File: src/rtl/trap_sequencer_pkg.sv
// Shared types and constants for the machine-mode trap sequencer: CSR
// addresses, sequencer states and MSTATUS bit positions.
package pack;

    // CSR addresses reachable through the CSR file's read/write ports
    typedef enum logic [11:0] {
        MSTATUS  = 12'h300,
        MISA     = 12'h301,
        MIE      = 12'h304,
        MTVEC    = 12'h305,
        MSCRATCH = 12'h340,
        MEPC     = 12'h341,
        MCAUSE   = 12'h342,
        MTVAL    = 12'h343,
        MIP      = 12'h344,
        MCYCLE   = 12'hB00,
        MINSTRET = 12'hB02
    } destinationCSR_;

    // E_* states walk trap entry, R_* states walk mret
    typedef enum logic [2:0] {
        IDLE,
        E_MEPC,
        E_MCAUSE,
        E_MTVAL,
        E_MSTATUS,
        E_REDIRECT,
        R_MSTATUS,
        R_REDIRECT
    } trapState_;

    // MSTATUS field positions; MPP occupies [MSTATUS_MPP+1:MSTATUS_MPP]
    localparam int MSTATUS_MIE  = 3;
    localparam int MSTATUS_MPIE = 7;
    localparam int MSTATUS_MPP  = 11;

    // MCAUSE for an external machine interrupt
    localparam logic [31:0] INT_CAUSE_DEFAULT = 32'h8000000B;

endpackage

File: src/rtl/trap_sequencer.sv
// Machine-mode trap / interrupt / mret sequencer. Owns the CSR file's single
// read and write port while it spills MEPC, MCAUSE, MTVAL and MSTATUS one per
// cycle, stalls the pipeline meanwhile, and finishes with a fetch redirect.
module trap_sequencer
    import pack::*;
#(
    parameter logic [31:0] INT_CAUSE = INT_CAUSE_DEFAULT
) (
    input  logic           clock,
    input  logic           reset,
    input  logic           interrupt,
    input  logic           excValid,
    input  logic [4:0]     excCause,
    input  logic [31:0]    excPC,
    input  logic [31:0]    excTval,
    input  logic           mretValid,
    input  logic [31:0]    intPC,
    input  logic           pipeWriteEnable,
    input  destinationCSR_ pipeDestination,
    input  logic [31:0]    pipeWriteData,
    input  destinationCSR_ pipeReadCSR,
    input  logic [31:0]    csrReadData,
    input  logic [31:0]    trapVector,
    output destinationCSR_ readCSR,
    output destinationCSR_ destinationCSR,
    output logic [31:0]    csrWriteData,
    output logic           csrDestinationEnable,
    output logic           stall,
    output logic           redirectValid,
    output logic [31:0]    redirectPC
);

    trapState_   state;
    trapState_   next_state;
    logic [31:0] pc_lat;
    logic [31:0] cause_lat;
    logic [31:0] tval_lat;
    logic        mie_shadow;

    logic        take_exc;
    logic        take_mret;
    logic        take_int;
    logic        pipe_write;

    // Trap entry: stack MIE into MPIE, disable interrupts, previous mode = M
    function automatic logic [31:0] entry_mstatus(input logic [31:0] cur);
        logic [31:0] v;
        v                    = cur;
        v[MSTATUS_MPIE]      = cur[MSTATUS_MIE];
        v[MSTATUS_MIE]       = 1'b0;
        v[MSTATUS_MPP +: 2]  = 2'b11;
        return v;
    endfunction

    // mret: restore MIE from MPIE, set MPIE, MPP stays M (only M-mode exists)
    function automatic logic [31:0] mret_mstatus(input logic [31:0] cur);
        logic [31:0] v;
        v                    = cur;
        v[MSTATUS_MIE]       = cur[MSTATUS_MPIE];
        v[MSTATUS_MPIE]      = 1'b1;
        v[MSTATUS_MPP +: 2]  = 2'b11;
        return v;
    endfunction

    // Vectored mode only offsets interrupts; exceptions always use the base
    function automatic logic [31:0] trap_target(input logic [31:0] tvec,
                                                input logic [31:0] cause);
        logic [31:0] base;
        base = tvec & ~32'h3;
        if (tvec[1:0] == 2'b01 && cause[31])
            return base + {25'b0, cause[4:0], 2'b00};
        return base;
    endfunction

    // Event acceptance in IDLE: exception > mret > enabled interrupt.
    // The interrupt enable is the registered shadow, never a same-cycle write.
    assign take_exc   = (state == IDLE) && excValid;
    assign take_mret  = (state == IDLE) && !excValid && mretValid;
    assign take_int   = (state == IDLE) && !excValid && !mretValid && interrupt && mie_shadow;

    // A faulting instruction must not retire its own CSR write
    assign pipe_write = pipeWriteEnable && !excValid;

    // Moore outputs straight from the state register
    assign stall         = (state != IDLE);
    assign redirectValid = (state == E_REDIRECT) || (state == R_REDIRECT);

    // State register
    always_ff @(posedge clock) begin
        if (reset)
            state <= IDLE;
        else
            state <= next_state;
    end

    // Capture PC / cause / tval of the accepted trap for the spill states
    always_ff @(posedge clock) begin
        if (reset) begin
            pc_lat    <= '0;
            cause_lat <= '0;
            tval_lat  <= '0;
        end else if (take_exc) begin
            pc_lat    <= excPC;
            cause_lat <= {27'b0, excCause};
            tval_lat  <= excTval;
        end else if (take_int) begin
            pc_lat    <= intPC;
            cause_lat <= INT_CAUSE;
            tval_lat  <= '0;
        end
    end

    // Mirror of MSTATUS.MIE, fed by whichever source writes MSTATUS
    always_ff @(posedge clock) begin
        if (reset)
            mie_shadow <= 1'b0;
        else if (csrDestinationEnable && destinationCSR == MSTATUS)
            mie_shadow <= csrWriteData[MSTATUS_MIE];
    end

    // Next state and CSR port mux: pass-through in IDLE, sequencer-owned otherwise
    always_comb begin
        next_state           = state;
        readCSR              = pipeReadCSR;
        destinationCSR       = pipeDestination;
        csrWriteData         = '0;
        csrDestinationEnable = 1'b0;
        redirectPC           = '0;

        unique case (state)
            IDLE: begin
                csrDestinationEnable = pipe_write;
                csrWriteData         = pipe_write ? pipeWriteData : 32'h0;
                if (take_exc || take_int)
                    next_state = E_MEPC;
                else if (take_mret)
                    next_state = R_MSTATUS;
            end
            E_MEPC: begin
                readCSR              = MSTATUS;
                destinationCSR       = MEPC;
                csrWriteData         = pc_lat & ~32'h3;
                csrDestinationEnable = 1'b1;
                next_state           = E_MCAUSE;
            end
            E_MCAUSE: begin
                readCSR              = MSTATUS;
                destinationCSR       = MCAUSE;
                csrWriteData         = cause_lat;
                csrDestinationEnable = 1'b1;
                next_state           = E_MTVAL;
            end
            E_MTVAL: begin
                readCSR              = MSTATUS;
                destinationCSR       = MTVAL;
                csrWriteData         = tval_lat;
                csrDestinationEnable = 1'b1;
                next_state           = E_MSTATUS;
            end
            E_MSTATUS: begin
                readCSR              = MSTATUS;
                destinationCSR       = MSTATUS;
                csrWriteData         = entry_mstatus(csrReadData);
                csrDestinationEnable = 1'b1;
                next_state           = E_REDIRECT;
            end
            E_REDIRECT: begin
                readCSR    = MSTATUS;
                redirectPC = trap_target(trapVector, cause_lat);
                next_state = IDLE;
            end
            R_MSTATUS: begin
                readCSR              = MSTATUS;
                destinationCSR       = MSTATUS;
                csrWriteData         = mret_mstatus(csrReadData);
                csrDestinationEnable = 1'b1;
                next_state           = R_REDIRECT;
            end
            R_REDIRECT: begin
                readCSR    = MEPC;
                redirectPC = csrReadData & ~32'h3;
                next_state = IDLE;
            end
            default: next_state = IDLE;
        endcase
    end

endmodule

File: config.mk
export PLATFORM = sky130hd
export DESIGN_NAME = trap_sequencer
export DESIGN_NICKNAME = d
export VERILOG_FILES = /design/src/rtl/trap_sequencer_pkg.sv /design/src/rtl/trap_sequencer.sv
export SDC_FILE = /design/constraint.sdc
export NUM_CORES = 1
export LEC_CHECK = 0
export ABC_AREA = 1
export BUFFER_PORTS_ARGS = -buffer_cell sky130_fd_sc_hd__buf_2
export CORE_AREA = 2 2 123 125
export DETAILED_ROUTE_END_ITERATION = 10
export DIE_AREA = 0 0 125 127
export PLACE_DENSITY = 0.73
export SLEW_MARGIN = 20
export SYNTH_ARGS = -nofsm -noshare
export SYNTH_HDL_FRONTEND = slang
export SYNTH_SLANG_ARGS = --single-unit
File: constraint.sdc
create_clock -name clock -period 4.2 [get_ports clock]
set_clock_uncertainty 0.1 [all_clocks]
set_input_delay 0.42 -clock clock [delete_from_list [all_inputs] [get_ports clock]]
set_output_delay 0.42 -clock clock [all_outputs]
set_load 0.01 [all_outputs]
Word level (Yosys, flattened, before mapping)

Cells that the tools add are included.

Register bits: 74
Output and inout port bits: 91

Add/sub/neg operators: 1
Eq/ne operators: 10
Mux-type cells: 19
Reductions and logical operators: 21

Operators by type and width:

| cell                                                                    | count |
|---|---|
| 32-bit 2-to-1 mux                                                       | 7 |
| 32-bit one-hot mux with 6 select lines                                  | 1 |
| 32-bit one-hot mux with 2 select lines                                  | 1 |
| 12-bit one-hot mux with 4 select lines                                  | 1 |
| 32-bit by 7-bit adder with 32-bit output                                | 1 |
| 12-bit one-hot mux with 2 select lines                                  | 1 |
| 3-bit one-hot mux with 7 select lines                                   | 1 |
| 12-bit by 10-bit equality test with 1-bit output, second input constant | 1 |
| 3-bit equality test, second input constant                              | 4 |
| 5-bit 2-to-1 mux                                                        | 2 |
| 1-bit logical AND                                                       | 9 |
| 3-bit by 2-bit equality test with 1-bit output, second input constant   | 2 |
| 3-bit 2-to-1 mux                                                        | 2 |
| 2-bit OR reduction                                                      | 3 |
| 6-bit OR reduction                                                      | 1 |
| 5-bit OR reduction                                                      | 1 |
| 3-bit by 1-bit equality test with 1-bit output, second input constant   | 1 |
| 3-bit logical NOT                                                       | 1 |
| 3-bit by 2-bit inequality test with 1-bit output, second input constant | 1 |
| 3-bit nonzero test                                                      | 1 |
| 2-bit by 1-bit equality test with 1-bit output, second input constant   | 1 |
| 1-bit logical NOT                                                       | 2 |
| 1-bit logical OR                                                        | 2 |
| 1-bit 2-to-1 mux                                                        | 2 |
| other kinds (2)                                                         | 2 |

Logic depth before layout (Yosys ltp)

Gate-level depths: netlist of run 1.

Depth in word-level cells: 8
Mapped depth: 11
Gate-level depth less buffers: 11

Least setup slack after synthesis of run 1

OpenSTA, ideal clock, no wires.

Path kind: in2out
Start: input port trapVector[2]
End: output port redirectPC[14]
Arrival: 1871 ps
Required time: 3680 ps
Setup slack: 1809 ps
Stages: 11
Path buffers: 0
Cell sequence: ha_1 fa_1 nand2_1 nand3_1 nand2_1 o21ai_0 nand2_1 nor2_1 or2_2 nand3_1 nand2_1

Cells in the longest elaborated chain, start to end: 4

RTL lines:

| element                                  | RTL line              | text |
|---|---|---|
| from (decl)                              | trap_sequencer.sv:23  | `input logic [31:0] trapVector,` |
| 32-bit by 7-bit adder with 32-bit output | trap_sequencer.sv:71  | `return base + {25'b0, cause[4:0], 2'b00};` |
| 32-bit 2-to-1 mux                        | trap_sequencer.sv:70  | `if (tvec[1:0] == 2'b01 && cause[31])` |
| 32-bit 2-to-1 mux                        | trap_sequencer.sv:72  | `return base;` |
| 32-bit one-hot mux with 2 select lines   | trap_sequencer.sv:130 | `unique case (state)` |
| to (decl)                                | trap_sequencer.sv:30  | `output logic [31:0] redirectPC` |

No other way between the ends. The select of a mux whose other input is x is not followed.

Worst setup path in the final report of run 1

Start: register state[0]
End: output port csrWriteData[7]

Cells in the longest elaborated chain, start to end: 2
Elaborated cells between the ends (all ways): 7
Classes of those cells: eq/ne: 5; mux: 1; reduce/logical: 1

RTL lines:

| element                                     | RTL line              | text |
|---|---|---|
| from (decl)                                 | trap_sequencer.sv:33  | `trapState_ state;` |
| from (signal assigned)                      | trap_sequencer.sv:93  | `state <= next_state;` |
| 3-bit equality test (tied with other cells) | trap_sequencer.sv:130 |  |
| 32-bit one-hot mux with 6 select lines *    | trap_sequencer.sv:130 |  |
| to (decl)                                   | trap_sequencer.sv:26  | `output logic [31:0] csrWriteData,` |

Every way passes the cells marked *; elsewhere a longest branch is shown, timed or not.

==> impl_results.md, run 1 <==
- Outcome: finished clean
- Layout cells sized above 1: 31.9%
- First-pass GRT wire length: 32900 um
- Final-report setup violation count: 0
- Routed vias: 6801
- Bufs on Longest Clock Path: 2
- GRT overflow: 0
- Final #Nets: 1334
- Relative slew slack: 32.2%
- Clk root buf: clkbuf_16
- Post-synthesis cell type count: 31
- DR iter-0 viols: 494
- Min-delay src: excTval[18]
- Final WL: 21900 um
- Worst-path maximum fanout: 33
- IR drop worst, VDD: 0.300 mV
- Crit path arrival time: 2.53 ns
- #FFs+latches synth: 72
- Die ar.: about 0.016 mm^2
- Data required, critical path: 3.68 ns
- Core Util, Final: 48.6%
- Largest net degree at the start of global routing: 66
- # hold bufs at CTS: 0
- Fin crit period: 3.05 ns
- Clock transition at the register clock pins on the worst setup and hold paths after CTS: 0.06 ns
- Post-synth top cells: 234 x nand2_1, 95 x nor2_1, 85 x a22oi_1
- Post-synth top area share: between 20% and 30%
- Synth area leaders: dfxtp_1 29%, nand2_1 18%, a22oi_1 13%, o21ai_0 7.2%, nor2_1 7.1%
- Layout Cells excl Fill: 1290
- Final Hold Vio Count: 0
- Setup TNS: 0 ns
- Vias in the first global route: 6231
- GP Congestion: 0.944
- Number of routed nets with antenna violations: 0
- Post-synth EDFFs: 0
- Synthesized area: between 0.005 and 0.006 mm^2
- Max H-tree Level: 3
- Chip width: 125 um
- Leakage: ~3.7 nW
- Initial antenna violation count: 1
- Count leader, synth: nand2_1
- Maxcap violations: 0
- Routed wire per std cell: 16.9 um
- Post-detail-place hpwl: 16900 um
- Syn Area/Cell: between 6 and 7 um^2
- Total power: about 0.004 W
- CTS Buf Count: 9
- Fmax: ~0.33 GHz
- Core area: between 0.01 and 0.015 mm^2
- GRT Resource Usage Total: 26.3%
- IO buf count: 311
- Area of the multi-input gates: 0.00310 mm^2
- Power density of the placed cells: 556 mW/mm^2
- Asr flop ratio synth: 0%
- Setup crit start: state[0]$_SDFFE_PP0P_
- CTS tree: built
- Area Overhead vs Synth: 39.7%
- Dominant synthesized flop cell: dfxtp_1
- Register area share after synthesis: 28.7%
- First-pass DRT Iterations: 5
- Crit. End Element: primary output
- Reg-to-Reg Start: state[0]$_SDFFE_PP0P_
- Fin crit share: 72.7%
- Post-CTS setup repair buffer count: 0
- Cells after DPL: 1274
- Starting Density: 34.8%
- Ports: 318
- WS Path Type: reg -> out
- Hold WC Path Type: in -> reg
- Sink Count: 72
- DRC viols: 0
- Clk Latency, worst-skew pair: 0.34 ns
- DIE HEIGHT: roughly 130 um
- Core Rows: 44
- Slew @ Worst Pin: a little over 1 ns
- Yosys synthesis warning count: 0
- FF+latch area: 0.00144 mm^2
- Leading area contributor after synthesis: dfxtp_1
- Fill count: between 1500 and 2000
- Max-slew violations: 0
- RSZ-0062 raised after global routing: no
- Syn Inst Count: 817
- Post-cts repair resize count: 0
- Vias per cell: 5.27
- Crit start category: flop
-- final timing paths --
kind / depth (start not counted) / slack, ns / end
max: 6 / 1.15 / csrWriteData[7]
min reg2reg: 2 / 0.40 / tval_lat[30]$_SDFFE_PP0N_
max reg2reg: 9 / 1.88 / mie_shadow$_SDFFE_PP0P_
min: 3 / 0.24 / tval_lat[18]$_SDFFE_PP0N_
-- report_power, final --
part / internal, W / switching [W]
Sequential: 0.000867 / 0.000120
Clock: 0.000549 / 0.000296
Combinational: 0.000718 / 0.00135
-- flip-flops by register name, indices dropped and copies added (netlist names) --
name / cells
tval_lat: 32
pc_lat: 30
cause_lat: 6
state: 3
mie_shadow: 1
-- metal layers --
metal | vias to the layer above | wire length [um] | GRT usage [%]
li1 | 3319 | - | -
met5 | - | 0 | 0
met1 | 3051 | 8700 | 32.8
met3 | 45 | 2000 | 4.90
met2 | 386 | 10400 | 44.7
met4 | 0 | 714 | 11.2
-- cell usage in the layout, fill, tap and decap left out --
cell,instances
diode_2,1
or2_2,4
nand3b_1,1
nor2_4,3
a22oi_1,85
nand4_1,9
buf_4,8
a211oi_1,1
buf_2,311
ha_1,5
o21bai_1,2
dfxtp_1,72
nor3_2,2
fa_1,1
nand3_2,1
nand2_1,234
a21oi_4,1
nand3_1,32
xor2_1,2
inv_1,77
nor2_1,93
nor3b_1,2
clkbuf_1,1
inv_2,3
clkinv_2,1
a31oi_1,32
clkbuf_8,2
o221a_2,3
nor3_1,18
o211ai_1,1
a21oi_1,11
conb_1,2
nand2_2,2
o21ai_0,72
clkbuf_16,9
bufinv_16,2
-- layout make-up --
| cell class | instances | share of cell area, % |
|---|---|---|
| timing repair buffer | 319 | 23.1 |
| antenna | 1 | 0.0357 |
| inverter | 80 | 4.28 |
| multi-input combinational | 619 | 44.2 |
| sequential | 72 | 20.6 |
| clock inverter | 3 | 0.928 |
| tap | 184 | 3.28 |
| clock buffer | 12 | 3.66 |
-- metrics by stage --
step	worst slack, ns	hold slack (ns)	area [um^2]
finish	1.15	0.236	7010
global route	1.02	0.240	7010
CTS	1.16	0.221	7010
detailed placement	1.46	0.386	6690
global placement	1.48	0.378	6690
floorplan	1.81	0.352	5020
-- critical path: stages, from the launching register on --
cell and delay (ns):
dfxtp_1 0.38, inv_2 0.17, nand3_1 0.20, nand2_2 0.67, o21ai_0 0.40, nand4_1 0.20, buf_2 0.15
-- logic make-up after synthesis --
group	count (synthesis)	share of synthesized area [%]
xor gates and xnor gates	2	0.349
AOI/OAI and AO/OA	208	26.6
buffers and inverters	127	10.1
and+or+nand+nor	401	32.5
DFF	72	28.7
adders and majority gates	6	1.65
other	1	0.0747
Note: power is estimated with default switching activity, not from simulation.
==> run 2, diff against run 1 <==
CORE_AREA = 2 2 124 126   (was 2 2 123 125)
DIE_AREA = 0 0 126 128   (was 0 0 125 127)
PLACE_DENSITY = 0.72   (was 0.73)
clock period = 3.1 ns   (was 4.2 ns; I/O delays follow)
==> impl_results.md, run 2 (synthesized netlist as in run 1, its figures left out) <==
- Data required, critical path: 2.69 ns
- Max H-tree Level: 3
- Core Util, Final: a little under half
- IR drop worst, VDD: 0.472 mV
- DIE HEIGHT: 128 um
- CP most frequent cell: nand2_1
- Most flop-heavy register: tval_lat
- Power density of the placed cells: 743 mW/mm^2
- CTS Buf Count: 9
- Relative slew slack: 32.5%
- Clock power share: about a fifth
- Crit Reg-Reg Endpoint: pc_lat[11]$_SDFFE_PP0N_
- GRT overflow: 0
- Final-report setup violation count: 0
- First-pass DRT Iterations: 5
- Largest net degree at the start of global routing: 66
- Crit start category: flop
- Bufs on Longest Clock Path: 2
- Worst path slowest cell: fa_1
- RSZ-0062 raised after global routing: no
- Top flop regs: tval_lat x32, pc_lat x30, cause_lat x6
- Routed vias: 6828
- Reg2Reg Setup Slack: 0.90 ns
- Worst-path maximum fanout: 3
- Vias per cell: 5.26
- Switch Pwr: 0.00243 W
- GP Congestion: 0.995
- Reg-to-Reg Start: state[0]$_SDFFE_PP0P_
- Fill count: between 1500 and 2000
- Fin crit share: between 80% and 90%
- Crit path arrival time: roughly 2.4 ns
- WS Path Type: reg -> out
- Clk Latency, worst-skew pair: 0.34 ns
- Die ar.: roughly 0.016 mm^2
- Reg power frac: 25.5%
- Combinational Power Share: 54.6%
- Area Overhead vs Synth: 39.9%
- Most common cell after layout, fill and taps aside: buf_2
- Post-detail-place hpwl: 17400 um
- DRC viols: 0
- Vias in the first global route: 6013
- Delay-heaviest family, CP: simple AND/OR/NAND/NOR gates
- DR iter-0 viols: 439
- Post-CTS setup repair buffer count: 0
- Hold Path Cell Cnt: 3
- Setup TNS: 0 ns
- Leakage: 3.74 nW
- Min-delay src: excTval[20]
- Pint: 0.00279 W
- First-pass GRT wire length: roughly 33000 um
- Worst path cell trace: ha_1, fa_1, nand2_1, nand3_1, nand2_1, o21ai_0, nand2_1, nor2_1, or2_2, nand3_1, nand2_1, buf_2
- Number of routed nets with antenna violations: 0
- Maxcap violations: 0
- CTS tree: built
- Most frequent cells in the layout: 311 x buf_2, 234 x nand2_1, 93 x nor2_1, 85 x a22oi_1, 78 x inv_1
- Fin crit period: 2.78 ns
- WHS Endpoint: tval_lat[20]$_SDFFE_PP0N_
- Outcome: finished clean
- Post-cts repair resize count: 0
- Switching Share: between 40% and 50%
- Number of flip-flops in the largest register: 32
- Slowest stage delay, CP: 0.39 ns
- Chip width: approximately 130 um
- Layout cells sized above 1: 32.0%
- Slew @ Worst Pin: ~1.0 ns
- Clk root buf: clkbuf_16
- Core area: ~0.015 mm^2
- IO buf count: 311
- GRT Resource Usage Total: about a quarter
- Sink Count: 72
- Starting Density: 33.8%
- Routed wire per std cell: approximately 17 um
- Crit. End Element: primary output
- Max-slew violations: 0
- Core Rows: 45
- Buf/Inv on CP: 1
- Final Hold Vio Count: 0
- Ports: between 300 and 400
- Final #Nets: 1338
- # hold bufs at CTS: 0
- Fmax: about 0.36 GHz
- Initial antenna violation count: 1
- Hold WC Path Type: in -> reg
- Final WL: 22200 um
- FF-to-FF path depth: 7
- Clock transition at the register clock pins on the worst setup and hold paths after CTS: 0.06 ns
[run 2: cell count changes in the layout (fill, tap and decap cells not counted)]
cell | previous run | this run
clkbuf_1 | 1 | 2
buf_4 | 8 | 11
clkinv_2 | 1 | 2
inv_1 | 77 | 78
buf_12 | 0 | 1
clkinv_4 | 0 | 2
nor2_2 | 0 | 1
clkbuf_8 | 2 | 0
bufinv_16 | 2 | 1
inv_2 | 3 | 2
nor2_4 | 3 | 2
[run 2: layout make-up]
type                       count  area [um^2]  share of cell area, %
clock buffer                  11          233                   3.31
timing repair buffer         323         1660                   23.6
tap                          188          235                   3.35
antenna                        1         2.50                 0.0356
sequential                    72         1440                   20.5
multi-input combinational    619         3090                   44.1
inverter                      80          300                   4.28
clock inverter                 5         57.6                  0.820
[run 2: how the worst max path moves through the flow]
stage          depth (start not counted)  slack (ns)             end                 startpoint
5_1_grt                               11        0.12  redirectPC[20]  cause_lat[0]$_SDFFE_PP0N_
3_3_place_gp                          13        0.59  redirectPC[14]              trapVector[2]
2_1_floorplan                         11        0.93  redirectPC[14]              trapVector[2]
3_5_place_dp                          13        0.58  redirectPC[14]              trapVector[2]
6_report                              12        0.32  redirectPC[14]  cause_lat[0]$_SDFFE_PP0N_
4_1_cts                               12        0.30  redirectPC[14]  cause_lat[0]$_SDFFE_PP0N_
[run 2: power by group through the flow]
stage	sequential, W	combinational (W)	clock, W
6_report	0.00133	0.00285	0.00104
5_1_grt	0.00136	0.00316	0.00111
4_1_cts	0.00133	0.00286	0.00106
3_5_place_dp	0.00134	0.00285	0
3_3_place_gp	0.00134	0.00283	0
2_1_floorplan	0.00130	0.00178	0
[run 2: worst min-delay path: cells and delay by family]
family                 cells  cell delay [ns]
AO/OA/AOI/OAI              1             0.06
buffers and inverters      1             0.08
AND/OR/NAND/NOR            1             0.07
[run 2: routing by layer]
layer / GRT usage (%) / vias to the layer above / part of all wire (%)
met4: 6.01 / 0 / 1.6
met2: 45.1 / 342 / 49
met1: 33.7 / 3126 / 42
met5: 0 / - / 0
li1: - / 3336 / -
met3: 5.97 / 24 / 7.8
[run 2: through the flow]
stage | worst slack (ns) | std cells | hold slack (ns) | total power (W) | area [um^2]
2_1_floorplan | 0.929 | 818 | 0.352 | 0.00307 | 5020
3_3_place_gp | 0.595 | 1282 | 0.369 | 0.00417 | 6730
3_5_place_dp | 0.585 | 1282 | 0.384 | 0.00420 | 6730
4_1_cts | 0.305 | 1298 | 0.108 | 0.00525 | 7020
5_1_grt | 0.116 | 1299 | 0.108 | 0.00563 | 7020
6_report | 0.321 | 1299 | 0.120 | 0.00522 | 7020
